File: src/rtl/brg_sram_march_pkg.sv
// Shared types and March C- element tables for the SRAM self-test initiator.
// Each table is a bit vector indexed by elem_e, so bit i describes element Mi.
package brg_sram_march_pkg;

  localparam int unsigned ELEM_W = 3;

  typedef enum logic [1:0] {IDLE, RUN, DRAIN, DONE} state_e;

  typedef enum logic [ELEM_W-1:0] {M0, M1, M2, M3, M4, M5} elem_e;

  // 1 = element walks addresses downward
  localparam logic [7:0] ELEM_DN   = 8'b0011_1000;
  // 1 = element starts each address with a read
  localparam logic [7:0] HAS_READ  = 8'b0011_1110;
  // 1 = element writes each address
  localparam logic [7:0] HAS_WRITE = 8'b0001_1111;
  // Read background: 1 = all-ones expected
  localparam logic [7:0] RD_BG     = 8'b0001_0100;
  // Write background: 1 = all-ones written
  localparam logic [7:0] WR_BG     = 8'b0000_1010;

endpackage

File: src/rtl/brg_sram_march_addr_gen.sv
// Up/down address counter for the March walk.
// Ports: load_i reloads to the start of an element (load_dn_i picks top or 0),
// step_i moves one word in direction dn_i, term_c flags the last address of
// the current walk. The counter never wraps: the top address is els_p-1.
module brg_sram_march_addr_gen #(
  parameter int unsigned els_p         = 1024,
  parameter int unsigned addr_width_lp = 10
) (
  input  logic                     clk_i,
  input  logic                     reset_n_i,
  input  logic                     load_i,
  input  logic                     load_dn_i,
  input  logic                     step_i,
  input  logic                     dn_i,
  output logic [addr_width_lp-1:0] addr_o,
  output logic                     term_c
);

  localparam logic [addr_width_lp-1:0] TOP = addr_width_lp'(els_p - 1);

  // Terminal address depends on the direction of the element being walked
  always_comb begin
    term_c = dn_i ? (addr_o == '0) : (addr_o == TOP);
  end

  always_ff @(posedge clk_i or negedge reset_n_i) begin
    if (!reset_n_i) begin
      addr_o <= '0;
    end else if (load_i) begin
      addr_o <= load_dn_i ? TOP : '0;
    end else if (step_i) begin
      addr_o <= dn_i ? (addr_o - addr_width_lp'(1)) : (addr_o + addr_width_lp'(1));
    end
  end

endmodule

File: src/rtl/brg_sram_march_initiator.sv
// March C- self-test requester for a 1-port synchronous SRAM.
// Ports: start_i launches a test (accepted in IDLE/DONE); busy_o/done_o/pass_o
// report status; fail_elem_o/fail_addr_o/fail_data_o hold the first mismatch;
// v_o/w_o/addr_o/data_o form the SRAM request; data_i is read data returned
// the cycle after a read request.
module brg_sram_march_initiator
  import brg_sram_march_pkg::*;
#(
  parameter int unsigned width_p       = 46,
  parameter int unsigned els_p         = 1024,
  parameter int unsigned addr_width_lp = 10
) (
  input  logic                     clk_i,
  input  logic                     reset_n_i,
  input  logic                     start_i,
  output logic                     busy_o,
  output logic                     done_o,
  output logic                     pass_o,
  output logic [ELEM_W-1:0]        fail_elem_o,
  output logic [addr_width_lp-1:0] fail_addr_o,
  output logic [width_p-1:0]       fail_data_o,
  output logic                     v_o,
  output logic                     w_o,
  output logic [addr_width_lp-1:0] addr_o,
  output logic [width_p-1:0]       data_o,
  input  logic [width_p-1:0]       data_i
);

  state_e state_q, state_n;
  elem_e  elem_q, elem_n;
  logic   w_n;
  logic   ag_load_c, ag_load_dn_c, ag_step_c, term_c;
  logic   start_ok_c, mismatch_c, fail_n;

  logic                     rd_pend_q;
  logic                     rd_exp_q;
  elem_e                    rd_elem_q;
  logic [addr_width_lp-1:0] rd_addr_q;
  logic                     fail_q;

  brg_sram_march_addr_gen #(
    .els_p        (els_p),
    .addr_width_lp(addr_width_lp)
  ) u_addr_gen (
    .clk_i    (clk_i),
    .reset_n_i(reset_n_i),
    .load_i   (ag_load_c),
    .load_dn_i(ag_load_dn_c),
    .step_i   (ag_step_c),
    .dn_i     (ELEM_DN[elem_q]),
    .addr_o   (addr_o),
    .term_c   (term_c)
  );

  assign start_ok_c = start_i && ((state_q == IDLE) || (state_q == DONE));
  // Only the cycle after a read carries meaningful data_i
  assign mismatch_c = rd_pend_q && (data_i != {width_p{rd_exp_q}});
  assign fail_n     = start_ok_c ? 1'b0 : (fail_q | mismatch_c);

  // State and element registers
  always_ff @(posedge clk_i or negedge reset_n_i) begin
    if (!reset_n_i) begin
      state_q <= IDLE;
      elem_q  <= M0;
    end else begin
      state_q <= state_n;
      elem_q  <= elem_n;
    end
  end

  // Next-state: pick the next request (read->write at same address, else step or next element)
  always_comb begin
    state_n      = state_q;
    elem_n       = elem_q;
    w_n          = 1'b0;
    ag_load_c    = 1'b0;
    ag_load_dn_c = 1'b0;
    ag_step_c    = 1'b0;
    case (state_q)
      IDLE, DONE: begin
        if (start_ok_c) begin
          state_n      = RUN;
          elem_n       = M0;
          ag_load_c    = 1'b1;
          ag_load_dn_c = ELEM_DN[M0];
          w_n          = ~HAS_READ[M0];
        end
      end
      RUN: begin
        if (!w_o && HAS_WRITE[elem_q]) begin
          w_n = 1'b1;
        end else if (!term_c) begin
          ag_step_c = 1'b1;
          w_n       = ~HAS_READ[elem_q];
        end else if (elem_q == M5) begin
          state_n = DRAIN;
        end else begin
          elem_n       = elem_e'(elem_q + ELEM_W'(1));
          ag_load_c    = 1'b1;
          ag_load_dn_c = ELEM_DN[elem_n];
          w_n          = ~HAS_READ[elem_n];
        end
      end
      DRAIN:   state_n = DONE;
      default: state_n = IDLE;
    endcase
  end

  // Registered request, status, read pipeline and first-failure capture
  always_ff @(posedge clk_i or negedge reset_n_i) begin
    if (!reset_n_i) begin
      v_o         <= 1'b0;
      w_o         <= 1'b0;
      data_o      <= '0;
      busy_o      <= 1'b0;
      done_o      <= 1'b0;
      pass_o      <= 1'b0;
      rd_pend_q   <= 1'b0;
      rd_exp_q    <= 1'b0;
      rd_elem_q   <= M0;
      rd_addr_q   <= '0;
      fail_q      <= 1'b0;
      fail_elem_o <= '0;
      fail_addr_o <= '0;
      fail_data_o <= '0;
    end else begin
      v_o       <= (state_n == RUN);
      w_o       <= w_n;
      data_o    <= {width_p{w_n & WR_BG[elem_n]}};
      busy_o    <= (state_n == RUN) || (state_n == DRAIN);
      done_o    <= (state_n == DONE);
      pass_o    <= (state_n == DONE) && !fail_n;
      rd_pend_q <= v_o && !w_o;
      rd_exp_q  <= RD_BG[elem_q];
      rd_elem_q <= elem_q;
      rd_addr_q <= addr_o;
      fail_q    <= fail_n;
      if (start_ok_c) begin
        fail_elem_o <= '0;
        fail_addr_o <= '0;
        fail_data_o <= '0;
      end else if (mismatch_c && !fail_q) begin
        fail_elem_o <= rd_elem_q;
        fail_addr_o <= rd_addr_q;
        fail_data_o <= data_i;
      end
    end
  end

endmodule
File: config.mk
export PLATFORM = sky130hd
export DESIGN_NAME = brg_sram_march_initiator
export DESIGN_NICKNAME = d
export VERILOG_FILES = /design/src/rtl/brg_sram_march_pkg.sv /design/src/rtl/brg_sram_march_addr_gen.sv /design/src/rtl/brg_sram_march_initiator.sv
export SDC_FILE = /design/constraint.sdc
export NUM_CORES = 1
export LEC_CHECK = 0
export CAP_MARGIN = 20
export CORE_ASPECT_RATIO = 0.7
export CORE_MARGIN = 1.5
export CORE_UTILIZATION = 40
export CTS_CLUSTER_DIAMETER = 50
export CTS_CLUSTER_SIZE = 20
export DETAILED_ROUTE_END_ITERATION = 6
export GPL_ROUTABILITY_DRIVEN = 1
export PLACE_DENSITY = 0.71
export SYNTH_ARGS = -nofsm -noshare
export SYNTH_HDL_FRONTEND = slang
export SYNTH_SLANG_ARGS = --single-unit
File: constraint.sdc
create_clock -name clk_i -period 6.15 [get_ports clk_i]
set_input_delay 1.5375 -clock clk_i [delete_from_list [all_inputs] [get_ports clk_i]]
set_output_delay 1.5375 -clock clk_i [all_outputs]
set_load 0.1 [all_outputs]
* Yosys cells after proc, flatten, opt, wreduce, memory -nomap -nowiden
Memory sizes are Yosys's and may differ from the RTL's. A register that Yosys moved wholly into a read port is not among the register bits. Index checks and enable logic that the tools add are counted.
Storage, ports and cells: flip-flop bits (word level) 95, bits in latches 0, bits in writable memories 0, bits in read-only memories 56, bits of input ports 49, output and inout bits 120, logic and storage cells 103, memories kept 7
Cells by class: add/sub/neg operators 3, multiply operators 0, divide/modulo/power cells 0, order comparisons 3, equality and inequality tests 9, shifts and indexed selects 0, muxes and demuxes 44, bitwise operators 4, reductions and logical operators 17
Memory list:
- (no name shown) | depth 8, bits a word 1, read ports 1, clocked after Yosys merged registers in 1, write ports 0, RTL line brg_sram_march_initiator.sv:134 | rd_exp_q <= RD_BG[elem_q];
- (no name shown) | depth 8, bits a word 1, read ports 1, clocked after Yosys merged registers in 0, write ports 0, RTL line brg_sram_march_initiator.sv:129 | data_o <= {width_p{w_n & WR_BG[elem_n]}};
- (no name shown) | depth 8, bits a word 1, read ports 1, clocked after Yosys merged registers in 0, write ports 0, RTL line brg_sram_march_initiator.sv:101 | w_n = ~HAS_READ[elem_n];
- (no name shown) | depth 8, bits a word 1, read ports 1, clocked after Yosys merged registers in 0, write ports 0, RTL line brg_sram_march_initiator.sv:100 | ag_load_dn_c = ELEM_DN[elem_n];
- (no name shown) | depth 8, bits a word 1, read ports 1, clocked after Yosys merged registers in 0, write ports 0, RTL line brg_sram_march_initiator.sv:94 | w_n = ~HAS_READ[elem_q];
- (no name shown) | depth 8, bits a word 1, read ports 1, clocked after Yosys merged registers in 0, write ports 0, RTL line brg_sram_march_initiator.sv:90 | if (!w_o && HAS_WRITE[elem_q]) begin
- 1 more memories
Operator list (count):
- $mux 46 | 2
- $mux 10 | 6
- $ne 46x46->1 | 1
- $mux 1 | 22
- $mux 3 | 6
- $lt 3x4->1 const B | 3
- $add 10x1->10 const B | 1
- $eq 10x10->1 const B | 1
- $logic_not 10->1 | 1
- $sub 10x1->10 const B | 1
- $eq 2x2->1 const B | 4
- $mux 2 | 4
- $logic_and 1x1->1 | 6
- $pmux 2 s3 | 1
- $pmux 3 s2 | 1
- $eq 2x1->1 const B | 2
- $logic_not 1->1 | 4
- $pmux 1 s2 | 2
- $reduce_bool 2->1 | 2
- $add 3x1->3 const B | 1
- $eq 3x3->1 const B | 1
- $logic_not 2->1 | 1
- $logic_or 1x1->1 | 2
- $not 1->1 | 2
- other kinds (3) | 3

* Longest topological paths before layout
Gate-level depths: netlist of run 1.
word-level depth 9, gate-level depth with buffers 11, mapped depth without buffers 11

* Modules after synthesis
Synthesis of run 1 repeated with hierarchy kept, for this count alone.
Unflattened totals: cell total of the unflattened synthesis 539, area total of the unflattened synthesis 5211.2 um2
By module, submodules not included:
- brg_sram_march_initiator | instances 1, cells each 447, area each 4367.9 um2, sequential area each 2152.1 um2
- brg_sram_march_addr_gen | instances 1, cells each 92, area each 843.3 um2, sequential area each 250.2 um2

* Least setup slack after synthesis of run 1
No wires, ideal clock.
path type flip-flop to output port, from register data_o[0] (netlist name), to output data_o[10], arrival time 2.054 ns, required time 4.612 ns, slack 2.558 ns, cell stages (with the launch flop) 2, buffers on the path 1, path through dfrtp_1 buf_4
RTL lines:
- end, declared | RTL line brg_sram_march_initiator.sv:25 | output logic [width_p-1:0] data_o,
No word-level cell between the ends.

* Worst setup path after layout of run 1
from input data_i[12], to register fail_addr_o[7]
Between the ends: longest elaborated chain between the ends 4
RTL lines:
- start, declared | RTL line brg_sram_march_initiator.sv:26 | input logic [width_p-1:0] data_i
- $ne 46x46->1 | RTL line brg_sram_march_initiator.sv:57 | assign mismatch_c = rd_pend_q && (data_i != {width_p{rd_exp_q}});
- $logic_and 1x1->1 | RTL line brg_sram_march_initiator.sv:57
- $logic_and 1x1->1 | RTL line brg_sram_march_initiator.sv:142 | end else if (mismatch_c && !fail_q) begin
- $reduce_bool 2->1 (no source line)
- end signal, assigned | RTL line brg_sram_march_initiator.sv:144 | fail_addr_o <= rd_addr_q;
- end, declared | RTL line brg_sram_march_initiator.sv:20 | output logic [addr_width_lp-1:0] fail_addr_o,
Every way passes these cells. A chain may end at the register's enable or synchronous reset.

==> impl_metrics.ini, run 1 <==
[drt]
drt_first_pass_iters = 5
wl_um = 14000
post_drt_wl_per_cell_um = 16.6
via_per_inst = 5.51
vias = 4648
dr.first_iter.drc_count = 416
drc = 0
antenna_left = 0

[timing]
max_slew_margin_pct = 32.0
fmax_mhz = 235
layout_worst_path_cycle_share_pct = 69.1
period_needed_ps = 4250
setup_viol = 0
fin_worst_skew_ps = 7.93
drv_slew = 0
hold_viol = 0
fin_setup_tns_ps = 0
rsz0062_at_grt = false
worst_pin_slew_ps = 1020

[grt]
track_usage_pct = 20.6
grt_overflow = 0
met1_usage_pct = 27.7
grt_pass1_wl_um = 22600
grt_pass1_vias = 4390
grt_max_degree = 121
grt_most_used_layer = met2
antenna_found_initial = 0
met2_usage_pct = 33.5
grtUsageMet3_pct = 4.71

[synth]
synth_edf_count = 0
synthCells = 572
yosysWarnings = 0
synth_most_common_cell = dfrtp_1
syn_area_um2 = 5170
synth_common_cells = dfrtp_1, nand2_1, nand3_1
synth_area_leader_cell = dfrtp_1
ys_types = 57
seq_area_frac_synth_pct = 46.5
dominantRegCellSynth = dfrtp_1
synthesis.nets = 637
netlist.area_leader.share_pct = 46.5
synth-async-reset-ratio_pct = 100
yosys-top-cells-area = dfrtp_1, buf_4, nand3_1
synth_seq_cells = 96
avgSynthCellArea_um2 = 9.03

[critical_path]
critPathCaptureType = flop
crit_chain = clkdlybuf4s50_1 -> or4_1 -> nor4_1 -> o22ai_1 -> o41a_2 -> buf_4 -> nand3_1 -> o21ai_0
required_ps = 6350
cpPeakStageDelay_ps = 800
crit_buf_inv = 2
critPathSlowestCell = o41a_2
path_delay_family = compound AO/OA/AOI/OAI gates
arrival_ps = 4450
start_kind = input port
crit_type = in -> reg
path_max_fanout = 72

[power_and_ir_drop]
p_seq_share_pct = 51.8
internal-power_uw = 938
ir_worst_vdd_mv = 0.121
combPwrFrac_pct = 4.8
p_sw_share_pct = 22.9
power-per-cell-area_nw_per_um2 = 176
clockPowerShare_pct = 43.4
leakage_nw = 2.76
p_sw_uw = 279

[clock_network]
numCtsBuffers = 9
cts_buffer_depth = 2
htree_levels = 3
postCtsSetupBuffers = 0
root_buffer = clkbuf_16
cts.sinks = 96
cts_resized = 0
clk_latency_ps = 340
path_clk_slew_ps = 70
hold_buffers = 0
cts_tree = done

[placed_design]
place_congestion = 0.863
dp_hpwl_um = 9900
port_buffers = 168
dpl_cell_area_um2 = 6570

[floorplanning]
coreArea_um2 = 12500
die_w_um = 139
std_cell_rows = 34
die_y_um = 98.1
start_util_pct = 41.3
dieArea_um2 = 13600
num_io_pins = 169

[cells_and_area]
fillers = 1114
layout-drive-gt1-share_pct = 4.69
antenna_cells = 0
nNetsFinal = 742
area_delta_synth_final_pct = 33.6
fin_area_um2 = 6910

[status]
status = finished, final reports clean

[job]
maxCapViolCount = 0

[worst_hold_path]
hp-class = reg -> reg
## per-stage QoR
stage | hold slack, ps | total power [mW] | utilization [%] | setup slack [ps] | cells
global placement | 453 | 0.701 | 52.5 | 1560 | 826
CTS | 473 | 1.23 | 54.8 | 1740 | 842
global route | 495 | 1.25 | 55.2 | 1670 | 844
floorplan | 407 | 0.647 | - | 2560 | 572
finish | 472 | 1.22 | 55.2 | 1900 | 844
detailed placement | 456 | 0.702 | 52.5 | 1520 | 826
## per-layer routing
layer | wire (um) | part of all wire [%] | vias up
li1 | - | - | 2202
met1 | 6280 | 45 | 2218
met5 | 0 | 0 | -
met4 | 262 | 1.9 | 0
met3 | 892 | 6.4 | 26
met2 | 6560 | 47 | 202
## flip-flops by register name (all words and copies together) (netlist names), 2 cells and up
register           cells
fail_data_o           46
u_addr_gen.addr_o     10
elem_q                 3
state_q                2
rd_addr_q             10
fail_addr_o           10
rd_elem_q              3
fail_elem_o            3
## power by group through the flow
stage | clock, mW | sequential (mW) | combinational [mW]
global route | 0.559 | 0.631 | 0.0640
global placement | 0 | 0.643 | 0.0581
finish | 0.528 | 0.631 | 0.0584
CTS | 0.537 | 0.631 | 0.0588
floorplan | 0 | 0.643 | 0.00394
detailed placement | 0 | 0.643 | 0.0584
## worst reg2reg max path, stage by stage, from the launching register on
cell and delay (ps):
dfrtp_1 490, ha_1 300, nand2b_1 200, nand2_1 290
ha_1 510, and3_1 200, a31oi_1 130, a2111oi_0 400
nor3_1 140, or4_1 510, nand3_1 80
## cell families (layout without fill, tap and decap cells)
family          count (synthesis)  after routing  share of synthesized area (%)
compound gates                131            131                           15.0
xor+xnor                        6              6                           1.02
fa+ha+maj                      16             16                           4.02
buf+inv                        93            203                           10.8
flops                          96             96                           46.5
mux                             5              5                           1.04
simple gates                  225            225                           21.6
## placed cells by master, fill, tap and decap left out, types with 3 or more instances in the layout
| cell | instances |
|---|---|
| o21ai_1 | 24 |
| clkbuf_16 | 9 |
| xnor2_1 | 6 |
| nor2_1 | 10 |
| a21oi_1 | 16 |
| or4_1 | 5 |
| a221o_1 | 3 |
| inv_1 | 15 |
| nand2b_1 | 6 |
| nand2_1 | 79 |
| ha_1 | 15 |
| buf_4 | 3 |
| nand3_1 | 65 |
| dfrtp_1 | 96 |
| nand4_1 | 14 |
| a31oi_1 | 6 |
| nor2b_1 | 9 |
| nor3_1 | 9 |
| o21a_1 | 3 |
| clkdlybuf4s50_1 | 167 |
| o21ai_0 | 53 |
| mux2_2 | 3 |
| or2_2 | 4 |
| nor4_1 | 10 |
## worst paths after layout
check	start	to	cells after the start	slack [ps]
hold reg to reg	rd_addr_q[6]	fail_addr_o[6]	2	470
setup reg to reg	elem_q[1]	u_addr_gen.addr_o[9]	10	2850
min in group asynchronous	reset_n_i	fail_data_o[44]	1	1150
setup / recovery	data_i[12]	fail_addr_o[7]	8	1900
max in group asynchronous	reset_n_i	rd_addr_q[6]	2	3870
hold / removal	rd_addr_q[6]	fail_addr_o[6]	2	470
## cell type report
class                   instances  area [um2]  area share [%]
repair buffers                172        1750            25.3
well taps                     162         203            2.94
inverters                      15        56.3           0.815
flip-flops and latches         96        2400            34.8
clock inverters                 7        53.8           0.779
clock buffers                   9         225            3.26
multi-input cells             383        2220            32.1
No activity file was read; power rests on OpenSTA's default activity.
==> inputs of run 2 (changes only) <==
==> constraint.sdc (replaced) <==
create_clock -name clk_i -period 4.1 [get_ports clk_i]
set_input_delay 1.025 -clock clk_i [delete_from_list [all_inputs] [get_ports clk_i]]
set_output_delay 1.025 -clock clk_i [all_outputs]
set_load 0.1 [all_outputs]
==> run 2 against run 1 <==
Net effect: design area is 1.2% lower; total power is 60% higher; setup slack worse by 1100 ps; clock skew is 3.2 ps higher; hold slack worse by 4.4 ps; die area stayed put; largest cell class unchanged; global-route usage is 0.40 points lower; combinational power is 50% higher; sequential share of layout area is 0.41 points higher; non-clock buffer count is 2 higher; largest power group unchanged; clock-buffer cell count stayed put; via count is 1.5% lower.
==> impl_metrics.ini, run 2 (synthesis gave the netlist of run 1 again) <==
[clock_network]
cts_tree = done
clk_latency_ps = 350
cts.sinks = 96
htree_levels = 3
postCtsSetupBuffers = 0
numCtsBuffers = 9
root_buffer = clkbuf_16
hold_buffers = 0
cts_resized = 0
path_clk_slew_ps = 70
cts_buffer_depth = 2

[grt]
antenna_found_initial = 0
grt_pass1_vias = 4152
track_usage_pct = 20.2
grt_max_degree = 88
grt_pass1_wl_um = 22000
grt_overflow = 0

[cells_and_area]
regMostFlops = fail_data_o
fin_area_um2 = 6830
layout-drive-gt1-share_pct = 11.7
largest_reg_flops = 46
final_common_cell = clkdlybuf4s50_1
final_cell_mix = clkdlybuf4s50_1, dfrtp_1, nand2_1
nNetsFinal = 744
area_delta_synth_final_pct = 32.1
antenna_cells = 0

[drt]
post_drt_wl_per_cell_um = 16.0
drt_first_pass_iters = 5
vias = 4578
wl_um = 13500
via_per_inst = 5.41
antenna_left = 0
drc = 0
dr.first_iter.drc_count = 414

[timing]
layout_worst_path_cycle_share_pct = 79.4
worst_pin_slew_ps = 1040
fin_worst_skew_ps = 11.1
fin_setup_tns_ps = 0
hold_viol = 0
max_slew_margin_pct = 30.5
setup_viol = 0
setup_ws_ps = 844
period_needed_ps = 3260
fmax_mhz = 307
drv_slew = 0
rsz0062_at_grt = false

[worst_hold_path]
hp-class = reg -> reg

[critical_path]
cpPeakStageDelay_ps = 550
path_max_fanout = 87
start_kind = input port
required_ps = 4320
critPathSlowestCell = or4_1
crit_chain = clkdlybuf4s50_1 -> or4_1 -> nor4_1 -> o22ai_1 -> o41a_2 -> buf_12 -> nand3_1 -> o21ai_0
arrival_ps = 3470
crit_type = in -> reg
critPathCaptureType = flop

[placed_design]
place_congestion = 0.877
pre_cts_slack_ps = 501
dp_hpwl_um = 9810
port_buffers = 168
dpl_cell_area_um2 = 6500

[power_and_ir_drop]
ir_worst_vdd_mv = 0.237
power.total_mw = 1.95
p_seq_share_pct = 48.5
p_sw_uw = 418
combPwrFrac_pct = 4.5
internal-power_mw = 1.53
power-per-cell-area_nw_per_um2 = 286
clockPowerShare_pct = 47.0
p_sw_share_pct = 21.4
leakage_nw = 2.88

[floorplanning]
dieArea_um2 = 13600
start_util_pct = 41.3
coreArea_um2 = 12500
die_y_um = 98.1
die_w_um = 139
num_io_pins = 169
std_cell_rows = 34

[job]
maxCapViolCount = 0

[status]
status = finished, final reports clean
==> run 2: cell types whose count changed in the layout (fill, tap and decap cells not counted), sizes merged <==
cell,before,now
buf,5,53
clkdlybuf4s50,167,121
bufinv,0,2
clkinv,3,2
clkinvlp,2,1
==> run 2: power by group through the flow <==
stage	clock, mW	sequential (mW)	combinational, mW
final	0.917	0.946	0.0875
after global routing	0.978	0.946	0.0959
after detailed placement	0	0.965	0.0883
after CTS	0.937	0.946	0.0891
after floorplan	0	0.965	0.00591
after global placement	0	0.965	0.0881
==> run 2: metrics by stage <==
stage / std cells / util [%] / hold slack (ps)
5_1_grt: 846 / 54.6 / 487
3_3_place_gp: 830 / 52.0 / 456
4_1_cts: 846 / 54.6 / 472
2_1_floorplan: 572 / - / 407
3_5_place_dp: 830 / 52.0 / 459
6_report: 846 / 54.6 / 468
==> run 2: critical path, delay by kind of cell <==
family          cells  cell delay (ps)
simple gates        3              930
buf+inv             2              710
compound gates      3              760
==> run 2: worst paths after layout <==
check                      depth (start not counted)  slack, ps          from              endpoint
max                                                8        840    data_i[12]        fail_addr_o[8]
min                                                2        470  rd_addr_q[5]        fail_addr_o[5]
max reg2reg                                       10        880     elem_q[1]  u_addr_gen.addr_o[9]
min reg2reg                                        2        470  rd_addr_q[5]        fail_addr_o[5]
max in group asynchronous                          2       2590     reset_n_i       fail_data_o[24]
min in group asynchronous                          1        690     reset_n_i        fail_data_o[9]
==> run 2: area by class of cell <==
class                      instances  area, um2
clock buffer                       9        225
clock inverter                     7        101
fill                            1099       5680
inverter                          15       56.3
multi-input combinational        383       2220
sequential                        96       2400
tap                              162        203
timing repair buffer             174       1620
==> run 2: metal layers <==
| metal | vias up | GRT usage [%] | part of all wire (%) | wire length, um |
|---|---|---|---|---|
| met5 | - | 0 | 0 | 0 |
| met4 | 0 | 5.53 | 1.3 | 178 |
| met3 | 17 | 6.33 | 7.1 | 967 |
| met2 | 170 | 30.7 | 46 | 6240 |
| met1 | 2188 | 27.9 | 45 | 6150 |
| li1 | 2203 | - | - | - |
